### src/rtl/mips_key_seq.sv
// mips_key_seq: push-button operand sequencer for a small MIPS-style CPU.
// Two asynchronous keys are synchronized, debounced and edge-detected.
// The main key steps through operand entry (data_1, data_2, sel) and then
// fires a one-cycle execute strobe. The PC key loads a PC offset, but only
// while the sequencer is waiting for the first operand.
//
// Build option: define MIPS_KEY_DEBOUNCE_EN to build the counter-based
// debouncers. Without it the stable level simply follows the synchronizer
// and DEBOUNCE_CYCLES has no effect.
//
// Strobe semantics: key_ok and load_pc are registered single-cycle pulses
// with no back-pressure; the CPU must sample them on the cycle they are high.
// The operand registers stay valid until the next entry overwrites them.
module mips_key_seq #(
  parameter int DEBOUNCE_CYCLES = 500000
) (
  input  logic       clk,
  input  logic       rst,
  input  logic       key_raw,
  input  logic       key_pc_raw,
  input  logic [7:0] sw_data,
  output logic [7:0] data_1,
  output logic [7:0] data_2,
  output logic [2:0] sel,
  output logic [7:0] offset,
  output logic       key_ok,
  output logic       load_pc,
  output logic [1:0] stage
);

  typedef enum logic [1:0] {
    ENT_D1  = 2'd0,
    ENT_D2  = 2'd1,
    ENT_SEL = 2'd2,
    FIRE    = 2'd3
  } state_t;

  state_t state;

  // Reject out-of-range debounce lengths at elaboration time.
  if (DEBOUNCE_CYCLES < 1 || DEBOUNCE_CYCLES > 1048575) begin : g_bad_debounce
    $error("mips_key_seq: DEBOUNCE_CYCLES must be in 1..2^20-1");
  end

  logic key_s1, key_s2, key_stable, key_stable_d;
  logic pc_s1, pc_s2, pc_stable, pc_stable_d;
  logic key_press, pc_press;

  // Two-flop synchronizers bring the asynchronous buttons into clk's domain.
  always_ff @(posedge clk) begin
    if (rst) begin
      key_s1 <= 1'b0;
      key_s2 <= 1'b0;
      pc_s1  <= 1'b0;
      pc_s2  <= 1'b0;
    end else begin
      key_s1 <= key_raw;
      key_s2 <= key_s1;
      pc_s1  <= key_pc_raw;
      pc_s2  <= pc_s1;
    end
  end

`ifdef MIPS_KEY_DEBOUNCE_EN
  localparam logic [19:0] CNT_LAST = 20'(DEBOUNCE_CYCLES - 1);

  logic [19:0] key_cnt;
  logic [19:0] pc_cnt;

  // Accept a new level only after it has differed from the stable level for
  // DEBOUNCE_CYCLES consecutive samples; any bounce back restarts the count.
  always_ff @(posedge clk) begin
    if (rst) begin
      key_cnt    <= '0;
      key_stable <= 1'b0;
      pc_cnt     <= '0;
      pc_stable  <= 1'b0;
    end else begin
      if (key_s2 == key_stable) begin
        key_cnt <= '0;
      end else if (key_cnt == CNT_LAST) begin
        key_cnt    <= '0;
        key_stable <= key_s2;
      end else begin
        key_cnt <= key_cnt + 20'd1;
      end

      if (pc_s2 == pc_stable) begin
        pc_cnt <= '0;
      end else if (pc_cnt == CNT_LAST) begin
        pc_cnt    <= '0;
        pc_stable <= pc_s2;
      end else begin
        pc_cnt <= pc_cnt + 20'd1;
      end
    end
  end
`else
  // No debouncing: the stable level tracks the synchronizer output directly.
  always_ff @(posedge clk) begin
    if (rst) begin
      key_stable <= 1'b0;
      pc_stable  <= 1'b0;
    end else begin
      key_stable <= key_s2;
      pc_stable  <= pc_s2;
    end
  end
`endif

  // Delayed copies of the stable levels for rising-edge detection.
  always_ff @(posedge clk) begin
    if (rst) begin
      key_stable_d <= 1'b0;
      pc_stable_d  <= 1'b0;
    end else begin
      key_stable_d <= key_stable;
      pc_stable_d  <= pc_stable;
    end
  end

  assign key_press = key_stable & ~key_stable_d;
  assign pc_press  = pc_stable & ~pc_stable_d;

  // Operand-entry sequencer; the main key always wins over a coincident PC
  // press, and the PC key is honoured only while waiting for data_1.
  always_ff @(posedge clk) begin
    if (rst) begin
      state   <= ENT_D1;
      data_1  <= '0;
      data_2  <= '0;
      sel     <= '0;
      offset  <= '0;
      key_ok  <= 1'b0;
      load_pc <= 1'b0;
    end else begin
      key_ok  <= 1'b0;
      load_pc <= 1'b0;
      case (state)
        ENT_D1: begin
          if (key_press) begin
            data_1 <= sw_data;
            state  <= ENT_D2;
          end else if (pc_press) begin
            offset  <= sw_data;
            load_pc <= 1'b1;
          end
        end
        ENT_D2: begin
          if (key_press) begin
            data_2 <= sw_data;
            state  <= ENT_SEL;
          end
        end
        ENT_SEL: begin
          if (key_press) begin
            sel   <= sw_data[2:0];
            state <= FIRE;
          end
        end
        FIRE: begin
          key_ok <= 1'b1;
          state  <= ENT_D1;
        end
        default: state <= ENT_D1;
      endcase
    end
  end

  assign stage = state;

endmodule

### config.mk
export PLATFORM = sky130hd
export DESIGN_NAME = mips_key_seq
export DESIGN_NICKNAME = d
export VERILOG_FILES = /design/src/rtl/mips_key_seq.sv
export SDC_FILE = /design/constraint.sdc
export NUM_CORES = 1
export LEC_CHECK = 0
export BUFFER_PORTS_ARGS = -buffer_cell sky130_fd_sc_hd__clkbuf_2
export CAP_MARGIN = 20
export CORE_UTILIZATION = 30
export CTS_BUF_LIST = sky130_fd_sc_hd__clkbuf_4
export CTS_CLUSTER_SIZE = 10
export DETAILED_ROUTE_END_ITERATION = 7
export PLACE_DENSITY_LB_ADDON = 0.08
export SYNTH_ARGS = -nofsm -noshare
export SYNTH_HDL_FRONTEND = slang
export SYNTH_SLANG_ARGS = --single-unit
### constraint.sdc
create_clock -name clk -period 2.7 [get_ports clk]
set_input_delay 0 -clock clk [delete_from_list [all_inputs] [get_ports clk]]
set_output_delay 0 -clock clk [all_outputs]
set_load 0.1 [all_outputs]
### Word level (Yosys, flattened, before mapping)

Cells that the tools add are included.

* eq/ne operators: 6
* muxes and demuxes: 6
* bitwise operators: 6
* reduce and logical (&&, ||, !) cells: 7

Operators with widths (count)
* $pmux 2 s4: 1
* $mux 2: 3
* $ne 2x2->1 const B: 3
* $reduce_and 2->1: 3
* $reduce_and 3->1: 2
* $eq 2x2->1 const B: 2
* $not 1->1: 4
* $reduce_or 3->1: 1
* $and 1x1->1: 2
* $eq 2x1->1 const B: 1
* $logic_not 2->1: 1
* $mux 1: 2

* flip-flop bits (word level): 39
* input bits: 12
* output and inout bits: 31
* word-level logic and storage cells: 40

### Depth between registers and ports, before layout

Gate-level depths: netlist (run 1).

* word-level depth: 4
* depth in mapped cells: 6
* mapped depth without buffers: 5

### Least setup slack after synthesis (run 1)

No wires, ideal clock.

* path kind: flip-flop to flip-flop
* start point: register state[0], in the netlist stage[0]
* end point: register state[0], in the netlist stage[0]
* setup time: 131 ps
* arrival time: 2150 ps
* required time: 2569 ps
* setup slack: 419 ps
* cell stages (with the launch flop): 7
* buffers on the path: 1
* period minus slack after synthesis: 2281 ps
* cell sequence: dfxtp_1 > inv_1 > ha_1 > clkbuf_1 > nor3_1 > o21ai_1 > nor3b_1

* word-level cells in the longest chain between the ends: 3
* elaborated cells between the ends (all ways): 9
* classes of those cells: eq/ne (6); mux (1); reduce/logical (2)

Ends and longest elaborated chain
* from (decl): RTL line 38 `state_t state;`
* from (signal assigned): RTL line 129 `state <= ENT_D1;`
* from (signal assigned): RTL line 143 `state <= ENT_D2;`
* from (signal assigned): RTL line 152 `state <= ENT_SEL;`
* $eq 2x1->1 (tied with other cells): RTL line 139 `case (state)`
* $ne 2x2->1 (no line)
* $reduce_and 3->1 (no line)

Parallel ways exist; a longest one is shown, timed or not.
A chain may end at the register's enable or synchronous reset.

### Worst setup path in the final report (run 1)

* start point: register state[1], in the netlist stage[1]
* end point: register offset[6]

* word-level cells in the longest chain between the ends: 2

Ends and longest elaborated chain
* $logic_not 2->1: RTL line 139
* $reduce_and 3->1 (no line)
* to (signal assigned): RTL line 145 `offset <= sw_data;`
* to (decl): RTL line 25 `output logic [7:0] offset,`

Every way passes these cells.

==> impl_metrics.tcl, run 1 <==
set metrics [dict create \
    yosys.area.top_type_share_pct 51.9 \
    critical_path_class "flop to flop" \
    fin_cells 278 \
    synthTopCellsByCount "39 x dfxtp_1, 20 x nand2_1, 19 x a21oi_1, 19 x nand3_1, 16 x nand2b_1" \
    die_w_um 72.8 \
    rsz0062_at_grt "no" \
    synth_seq_cells 39 \
    cp_data_arrival_time_ns 2.12 \
    peakVddDrop_mv 0.310 \
    fmax_mhz 544 \
    netlist_top_cells_area "dfxtp_1 52%, nand2b_1 6.7%, a21oi_1 6.3%" \
    clk_latency_ns 0.35 \
    dpl.hpwl_um 2460 \
    syn2layout_area_growth_pct 26.5 \
    finalWirelength_um 3530 \
    path_clk_slew_ns 0.12 \
    grt_usage_pct 14.3 \
    tightest_slew_ns 0.866 \
    cts_buffer_depth 2 \
    drt_iter0_drc 62 \
    final_nets 227 \
    ys_seq_area_share_pct 51.9 \
    synth_nets 178 \
    worst_setup_path_start_kind "flop" \
    fin_crit_sh_pct 68.0 \
    cts_sinks 39 \
    finalHoldViolCount 0 \
    die_y_um 72.8 \
    relSlewSlack_pct 42.3 \
    fin_setup_tns_ns 0 \
    cts_tree "yes" \
    netlist_instances 161 \
    min_path_type "input port to flop" \
    outcome "finished, final reports clean" \
    finalMaxSlewViolations 0 \
    post_cts_resize_count 0 \
    cp_max_fo 11 \
    cts_buffers 5 \
    yosysTopAreaCell "dfxtp_1" \
    cap_viol_max_count 0 \
    vias 1273 \
    async_reset_ff_share_pct 0 \
    io_pins 43 \
    synth.distinct_cells 22 \
    drc 0 \
    pre_cts_slack_ns 0.848 \
    drive_gt1_share_pct 23.7 \
    p_leak_nw 0.746 \
    placed_cells 260 \
    ys.flop_type "dfxtp_1" \
    post_cts_buffers 0 \
    yosysMostFrequentCell "dfxtp_1" \
    fillCellCount 506 \
    period_minus_slack_ns 1.84 \
    drt_pass1_iterations 4 \
    utilization_pct 39.8 \
    routabilityCongestion 0.744 \
    dieArea_um2 5300 \
    crit_chain "inv_1 -> ha_1 -> nand2_1 -> nor3_4 -> mux2i_1" \
    grt_pass1_wl_um 5600 \
    cts-hold-fix-buffers 10 \
    core_region_area_um2 4790 \
    portBuffers 42 \
    p_per_area_nw_per_um2 702 \
    grt_overflow 0 \
    crit_family "simple AND/OR/NAND/NOR gates" \
    cpPeakStageDelay_ns 0.44 \
    critPathRequiredTime_ns 2.98 \
    root_buffer "clkbuf_4" \
    fin_ws_ns 0.863 \
    vias_per_cell 4.58 \
    setup_violations 0 \
    crit_buf_inv 1 \
    grt_pass1_vias 1173 \
    crit_path_top_delay_cell "nor3_4" \
    synth_edf_count 0 \
    ys_warn_count 0 \
    initial_core_util_pct 31.5 \
    diodes 0 \
    clock_skew_ns 0.0134 \
    antenna_found_initial 0 \
    cp-end-kind "flop" \
    syn_avg_cell_area_um2 9.35 \
    htree_num_levels 2 \
    rows 25 \
    antenna_left 0 \
    grt_max_degree 49 \
    netlist_area_um2 1510 \
    wl_per_cell_um 12.7 \
]
[registers in the layout, indices dropped and copies added, names as in the netlist]
register,count
pc_stable,1
stage,2
pc_s1,1
key_stable,1
load_pc,1
pc_s2,1
sel,3
offset,8
pc_stable_d,1
key_s1,1
data_1,8
key_ok,1
key_stable_d,1
data_2,8
key_s2,1
[area by class of cell]
cell class | count | area [um2] | area share, %
clock buffer | 6 | 45.0 | 2.37
clock inverter | 2 | 7.51 | 0.394
inverter | 2 | 7.51 | 0.394
multi-input combinational | 110 | 669 | 35.2
sequential | 39 | 781 | 41.0
tap | 67 | 83.8 | 4.40
timing repair buffer | 52 | 310 | 16.3
[layer usage]
layer	vias up	GRT usage, %	part of all wire (%)
met1	581	18.5	48
li1	634	-	-
met2	49	21.3	43
met5	-	0	0
met4	0	6.97	1.9
met3	9	4.97	6.7
[cells in the final DEF, fill, tap and decap left out, types with 5 or more instances in the layout]
cell type / Yosys / routed
nand2b_1: 16 / 16
dlygate4sd3_1: 0 / 10
clkbuf_4: 0 / 6
a21oi_1: 19 / 19
clkbuf_2: 0 / 42
dfxtp_1: 39 / 39
ha_1: 5 / 5
nand3_1: 19 / 19
nand2_1: 20 / 20
nor2b_1: 10 / 10
mux2i_1: 8 / 8
[worst min-delay path, stage by stage]
cell and delay [ns]:
dlygate4sd3_1 0.52, clkbuf_2 0.09, nor2b_1 0.10
[final timing paths]
check | from | end | slack (ns) | cells after the start
worst max-delay path | stage[1] | offset[6] | 0.86 | 5
worst min-delay path | key_pc_raw | pc_s1 | 0.40 | 3
worst max register to register | stage[1] | offset[6] | 0.86 | 5
worst min register to register | pc_s2 | pc_stable | 0.45 | 1
[where the power goes]
part	internal, W	leakage, nW	switching (W)
combinational	0.0000962	0.400	0.000325
clock	0.000107	0.0307	0.000183
sequential	0.000603	0.316	0.0000217
total	0.000806	0.746	0.000530
[through the flow]
step	total power, W	cell area (um2)	hold WS [ns]
5_1_grt	0.00141	1900	0.424
2_1_floorplan	0.000964	1510	0.128
3_3_place_gp	0.00103	1750	0.208
3_5_place_dp	0.00105	1750	0.218
6_report	0.00134	1900	0.402
4_1_cts	0.00135	1900	0.397
[cell families after synthesis]
group	Yosys count	synth area share (%)
AO/OA/AOI/OAI	22	7.56
adder cells (fa/ha/maj)	5	4.16
buffers and inverters	12	3.66
flip-flops	39	51.9
multiplexers	8	5.32
AND/OR/NAND/NOR	75	27.4
(Power assumes the default switching activity.)
==> run 2: changes to the inputs <==
- ABC_AREA: unset -> 1
- clock period: 2.7 -> 1.8 ns (I/O delays scaled with it)
==> impl_metrics.tcl, run 2 <==
set metrics [dict create \
    mostFrequentLayoutCells "65 x nor2_1, 42 x clkbuf_2, 37 x dfxtp_1" \
    fin_setup_tns_ns 0 \
    netlist_area_um2 1520 \
    fin_crit_sh_pct 75.6 \
    reg2reg_slack_ns 0.44 \
    fmax_mhz 735 \
    worst_setup_path_start_kind "flop" \
    synth_nets 211 \
    wl_per_cell_um 10.3 \
    syn2layout_area_growth_pct 31.0 \
    syn_avg_cell_area_um2 7.84 \
    ys_warn_count 0 \
    portBuffers 42 \
    crit_chain "inv_1 -> ha_1 -> inv_2 -> nor2_4 -> inv_2 -> nor2_1 -> nor2_1" \
    peakVddDrop_mv 0.396 \
    yosysTopAreaCell "dfxtp_1" \
    grt_pass1_wl_um 5390 \
    ff2ff_path_depth 7 \
    htree_num_levels 2 \
    drc 0 \
    cp_data_arrival_time_ns 1.62 \
    tightest_slew_ns 0.546 \
    crit_path_top_delay_cell "dfxtp_2" \
    drt_iter0_drc 34 \
    p_per_area_nw_per_um2 1080 \
    grt_pass1_vias 1162 \
    drive_gt1_share_pct 25.7 \
    vias 1326 \
    finalMaxSlewViolations 0 \
    grt_max_degree 19 \
    top_regs "data_1 x8, data_2 x8, offset x8" \
    synth_xor_area_share_pct 0 \
    min_path_type "flop to flop" \
    yosys.area_share.simple_pct 28.1 \
    clock_skew_ns 0.00865 \
    cp-end-kind "flop" \
    muxShareOfSynthArea_pct 0 \
    netlist_instances 194 \
    post_dp_cell_area_um2 1800 \
    outcome "finished, final reports clean" \
    whs_ns 0.409 \
    cap_viol_max_count 0 \
    antenna_left 0 \
    dpl.hpwl_um 2400 \
    drt_pass1_iterations 4 \
    dieArea_um2 5360 \
    grt_overflow 0 \
    finalWirelength_um 3310 \
    die_w_um 73.2 \
    clk_latency_ns 0.35 \
    core_region_area_um2 4790 \
    grt_usage_pct 13.6 \
    ys.flop_type "dfxtp_1" \
    cpPeakStageDelay_ns 0.36 \
    fillCellCount 531 \
    cp_max_fo 9 \
    async_reset_ff_share_pct 0 \
    critPathRequiredTime_ns 2.06 \
    post_cts_resize_count 0 \
    dr_wl_met2_um 1500 \
    worstHoldEndpoint "key_s2" \
    rows 25 \
    synth.distinct_cells 19 \
    layout_commonest_cell "nor2_1" \
    io_pins 43 \
    cts_buffer_depth 2 \
    finalHoldViolCount 0 \
    cts-hold-fix-buffers 13 \
    netlist_top_cells_area "dfxtp_1 51%, nor2_1 16%, o21ai_0 6.3%" \
    wl_met1_um 1630 \
    antenna_found_initial 0 \
    die_y_um 73.2 \
    vias_per_cell 4.14 \
    wl_met3_um 113 \
    r2r-end "data_1[0]" \
    synth_seq_cells 39 \
    final_nets 269 \
    synthTopCellsByCount "65 x nor2_1, 39 x dfxtp_1, 24 x inv_1" \
    yosysMostFrequentCell "nor2_1" \
    period_minus_slack_ns 1.36 \
    diodes 0 \
    path_clk_slew_ns 0.12 \
    synth_fa_ha_area_share_pct 4.12 \
    routabilityCongestion 0.728 \
    routed.top_layer "met4" \
    post_cts_buffers 0 \
    hold_depth 2 \
    critical_path_class "flop to flop" \
    synth_edf_count 0 \
    root_buffer "clkbuf_4" \
    relSlewSlack_pct 63.8 \
    finalInstanceArea_um2 1990 \
    initial_core_util_pct 31.8 \
    min_from "key_s1" \
    setup_violations 0 \
    synth_compound_area_share_pct 6.91 \
    ys_seq_area_share_pct 51.4 \
    cts_sinks 39 \
    r2r-start "stage[0]" \
    cts_tree "yes" \
    p_leak_nw 0.981 \
    rsz0062_at_grt "no" \
    yosys.area.top_type_share_pct 51.4 \
    cts_buffers 5 \
    synth_top_family_by_area "simple AND/OR/NAND/NOR gates" \
]
==> run 2: cell count changes after synthesis, moves of 16 or more <==
cell / delta
nor2_1: +64
inv_1: +22
o21ai_0: +18
a21oi_1: -17
nand2b_1: -16
nand3_1: -16
==> run 2: worst max-delay path: cells and delay by family, from the launching register on <==
kind          cells  cell delay, ns
fa+ha+maj         1            0.24
buf+inv           3            0.30
flops             1            0.36
simple gates      3            0.37
==> run 2: worst max path at each step <==
stage          slack (ns)  cells past startpoint     start         to
2_1_floorplan        0.11                      7  stage[0]   stage[0]
3_3_place_gp         0.49                      7  stage[0]  data_1[4]
3_5_place_dp         0.45                      7  stage[0]  data_1[4]
4_1_cts              0.41                      7  stage[0]  data_1[0]
5_1_grt              0.28                      7  stage[1]  data_1[4]
6_report             0.44                      7  stage[0]  data_1[0]
==> run 2: through the flow <==
step           power, W  cells  util [%]  setup slack (ns)
2_1_floorplan   0.00159    194         -             0.108
3_3_place_gp    0.00171    299      37.7             0.493
3_5_place_dp    0.00170    299      37.7             0.455
4_1_cts         0.00218    320      41.6             0.405
5_1_grt         0.00227    320      41.6             0.275
6_report        0.00215    320      41.6             0.440
==> run 2: cell type report <==
cell class	count	area (um2)	share of cell area [%]
sequential	39	783	39.3
inverter	28	105	5.28
tap	67	83.8	4.21
clock inverter	3	20.0	1.01
clock buffer	5	37.5	1.88
multi-input combinational	121	594	29.8
timing repair buffer	57	368	18.5
==> run 2: metal layers <==
| metal | vias to the layer above | GRT usage, % |
|---|---|---|
| met5 | - | 0 |
| met4 | 0 | 7.19 |
| met3 | 7 | 3.73 |
| met2 | 27 | 20.0 |
| met1 | 579 | 18.1 |
| li1 | 713 | - |
==> run 2: where the power goes <==
group	switching, W	leakage, nW	internal (W)	total, W
Combinational	0.000573	0.635	0.000171	0.000744
Clock	0.000296	0.0288	0.000150	0.000446
Sequential	0.0000347	0.317	0.000921	0.000955
Total	0.000904	0.981	0.00124	0.00215
==> run 2: cell families after synthesis <==
group | after synthesis
adders and majority gates | 5
DFF | 39
buffers and inverters | 34
and+or+nand+nor | 95
AOI/OAI and AO/OA | 21
==> run 3: changes to the inputs <==
- clock period: 1.8 -> 1.11 ns (I/O delays scaled with it)
==> impl_metrics.tcl, run 3 (synthesis gave the netlist of run 2 again) <==
set metrics [dict create \
    outcome "finished with violations" \
    rows 25 \
    die_w_um 73.2 \
    core_region_area_um2 4790 \
    cp-end-kind "flop" \
    initial_core_util_pct 31.8 \
    finalHoldViolCount 0 \
    portBuffers 42 \
    path_clk_slew_ns 0.12 \
    mostFrequentLayoutCells "60 x nor2_1, 31 x buf_4, 29 x dfxtp_1" \
    cp_max_fo 5 \
    finalInstanceArea_um2 2520 \
    final_nets 285 \
    drc 0 \
    fillCellCount 467 \
    antenna_left 0 \
    grt_use_met2_pct 22.4 \
    worst_setup_path_start_kind "flop" \
    dpl.hpwl_um 2560 \
    post_dp_cell_area_um2 2220 \
    grt_overflow 0 \
    wl_per_cell_um 10.9 \
    routabilityCongestion 0.754 \
    grt_usage_pct 15.3 \
    drt_iter0_drc 44 \
    finalWirelength_um 3660 \
    drt_pass1_iterations 4 \
    dieArea_um2 5360 \
    busiest_layer "met2" \
    period_minus_slack_ns 1.23 \
    p_per_area_nw_per_um2 1720 \
    layout_commonest_cell "nor2_1" \
    reg2reg_slack_ns -0.12 \
    vias_per_cell 4.26 \
    die_y_um 73.2 \
    top_regs "data_1 x8, data_2 x8, offset x8" \
    r2r-start "stage[0]" \
    relSlewSlack_pct 80.9 \
    grt_pass1_wl_um 6160 \
    r2r-end "data_1[1]" \
    violations "negative setup slack" \
    crit_path_top_delay_cell "dfxtp_4" \
    ff2ff_path_depth 7 \
    gr-usage-met3_pct 5.80 \
    fin_cells 336 \
    cts_buffers 5 \
    pre_cts_slack_ns -0.136 \
    fin_ws_ns -0.120 \
    fin_crit_sh_pct 111 \
    critical_path_class "flop to flop" \
    syn2layout_area_growth_pct 65.7 \
    placed_cells 312 \
    cap_viol_max_count 0 \
    min_path_type "input port to flop" \
    rsz0062_at_grt "yes" \
    antenna_found_initial 0 \
    root_buffer "clkbuf_4" \
    critPathRequiredTime_ns 1.39 \
    cts_buffer_depth 2 \
    setup_violations 26 \
    finalMaxSlewViolations 0 \
    crit_buf_inv 3 \
    grt_max_degree 30 \
    worstHoldEndpoint "stage[0]" \
    hold_depth 5 \
    fmax_mhz 813 \
    min_from "rst" \
    tightest_slew_ns 0.286 \
    clk_latency_ns 0.34 \
    vias 1433 \
    io_pins 43 \
    use_met1_pct 20.0 \
    crit_chain "inv_4 -> ha_4 -> inv_4 -> nor2_4 -> buf_4 -> o21ai_0 -> nor2_1" \
    diodes 0 \
    drive_gt1_share_pct 40.9 \
    cts_sinks 39 \
    crit_top_cell "inv_4" \
    grt_pass1_vias 1311 \
    peakVddDrop_mv 0.842 \
    cts_tree "yes" \
    clock_skew_ns 0.00667 \
    cp_data_arrival_time_ns 1.51 \
    cpPeakStageDelay_ns 0.38 \
    crit_family "flip-flops" \
    htree_num_levels 2 \
    p_leak_nw 1.17 \
]
[run 3: through the flow]
stage                     TNS [ns]  power [W]  util, %  hold WS [ns]
after global routing         -3.89    0.00457     52.6         0.149
after global placement       -1.20    0.00328     46.5         0.193
after detailed placement     -1.27    0.00327     46.5         0.199
after floorplan              -5.65    0.00275        -         0.107
final                        -1.51    0.00433     52.6         0.148
after CTS                    -1.56    0.00429     51.6         0.115
[run 3: tightest hold or removal path, delay by kind of cell]
family | cells | cell delay, ns
and+or+nand+nor | 2 | 0.13
buffers and inverters | 3 | 0.33
[run 3: worst max path at each step]
| stage | from | endpoint | slack (ns) | depth (start not counted) |
|---|---|---|---|---|
| 6_report | stage[0] | data_1[1] | -0.12 | 7 |
| 3_3_place_gp | stage[0] | sel[1] | -0.14 | 7 |
| 3_5_place_dp | stage[0] | sel[1] | -0.14 | 7 |
| 4_1_cts | stage[0] | data_1[6] | -0.09 | 7 |
| 5_1_grt | stage[0] | data_1[6] | -0.19 | 7 |
| 2_1_floorplan | stage[1] | stage[0] | -0.23 | 7 |
[run 3: timing repair]
item	4_1_cts	5_1_grt
hold buffers	14	0
endpoints found under the hold margin	28	0
setup buffers	1	1
resized for setup	8	17
pin swaps	5	9
endpoints found under the setup margin	29	29
[run 3: routing by layer]
metal,part of all wire [%],up-vias
met5,0,-
met4,1.4,0
met3,5.7,4
met2,44,39
met1,49,641
li1,-,749
[run 3: final cells by class]
cell class              instances  area [um2]  share of cell area, %
flip-flops and latches         39         798                   31.7
repair buffers                 73         751                   29.8
multi-input cells             121         692                   27.5
inverters                      28         118                   4.67
well taps                      67        83.8                   3.33
clock inverters                 3        38.8                   1.54
clock buffers                   5        37.5                   1.49
[run 3: power by group]
part	total [W]	internal (W)	switching (W)
combinational	0.00181	0.000704	0.00111
clock	0.000926	0.000463	0.000462
sequential	0.00159	0.00151	0.0000890
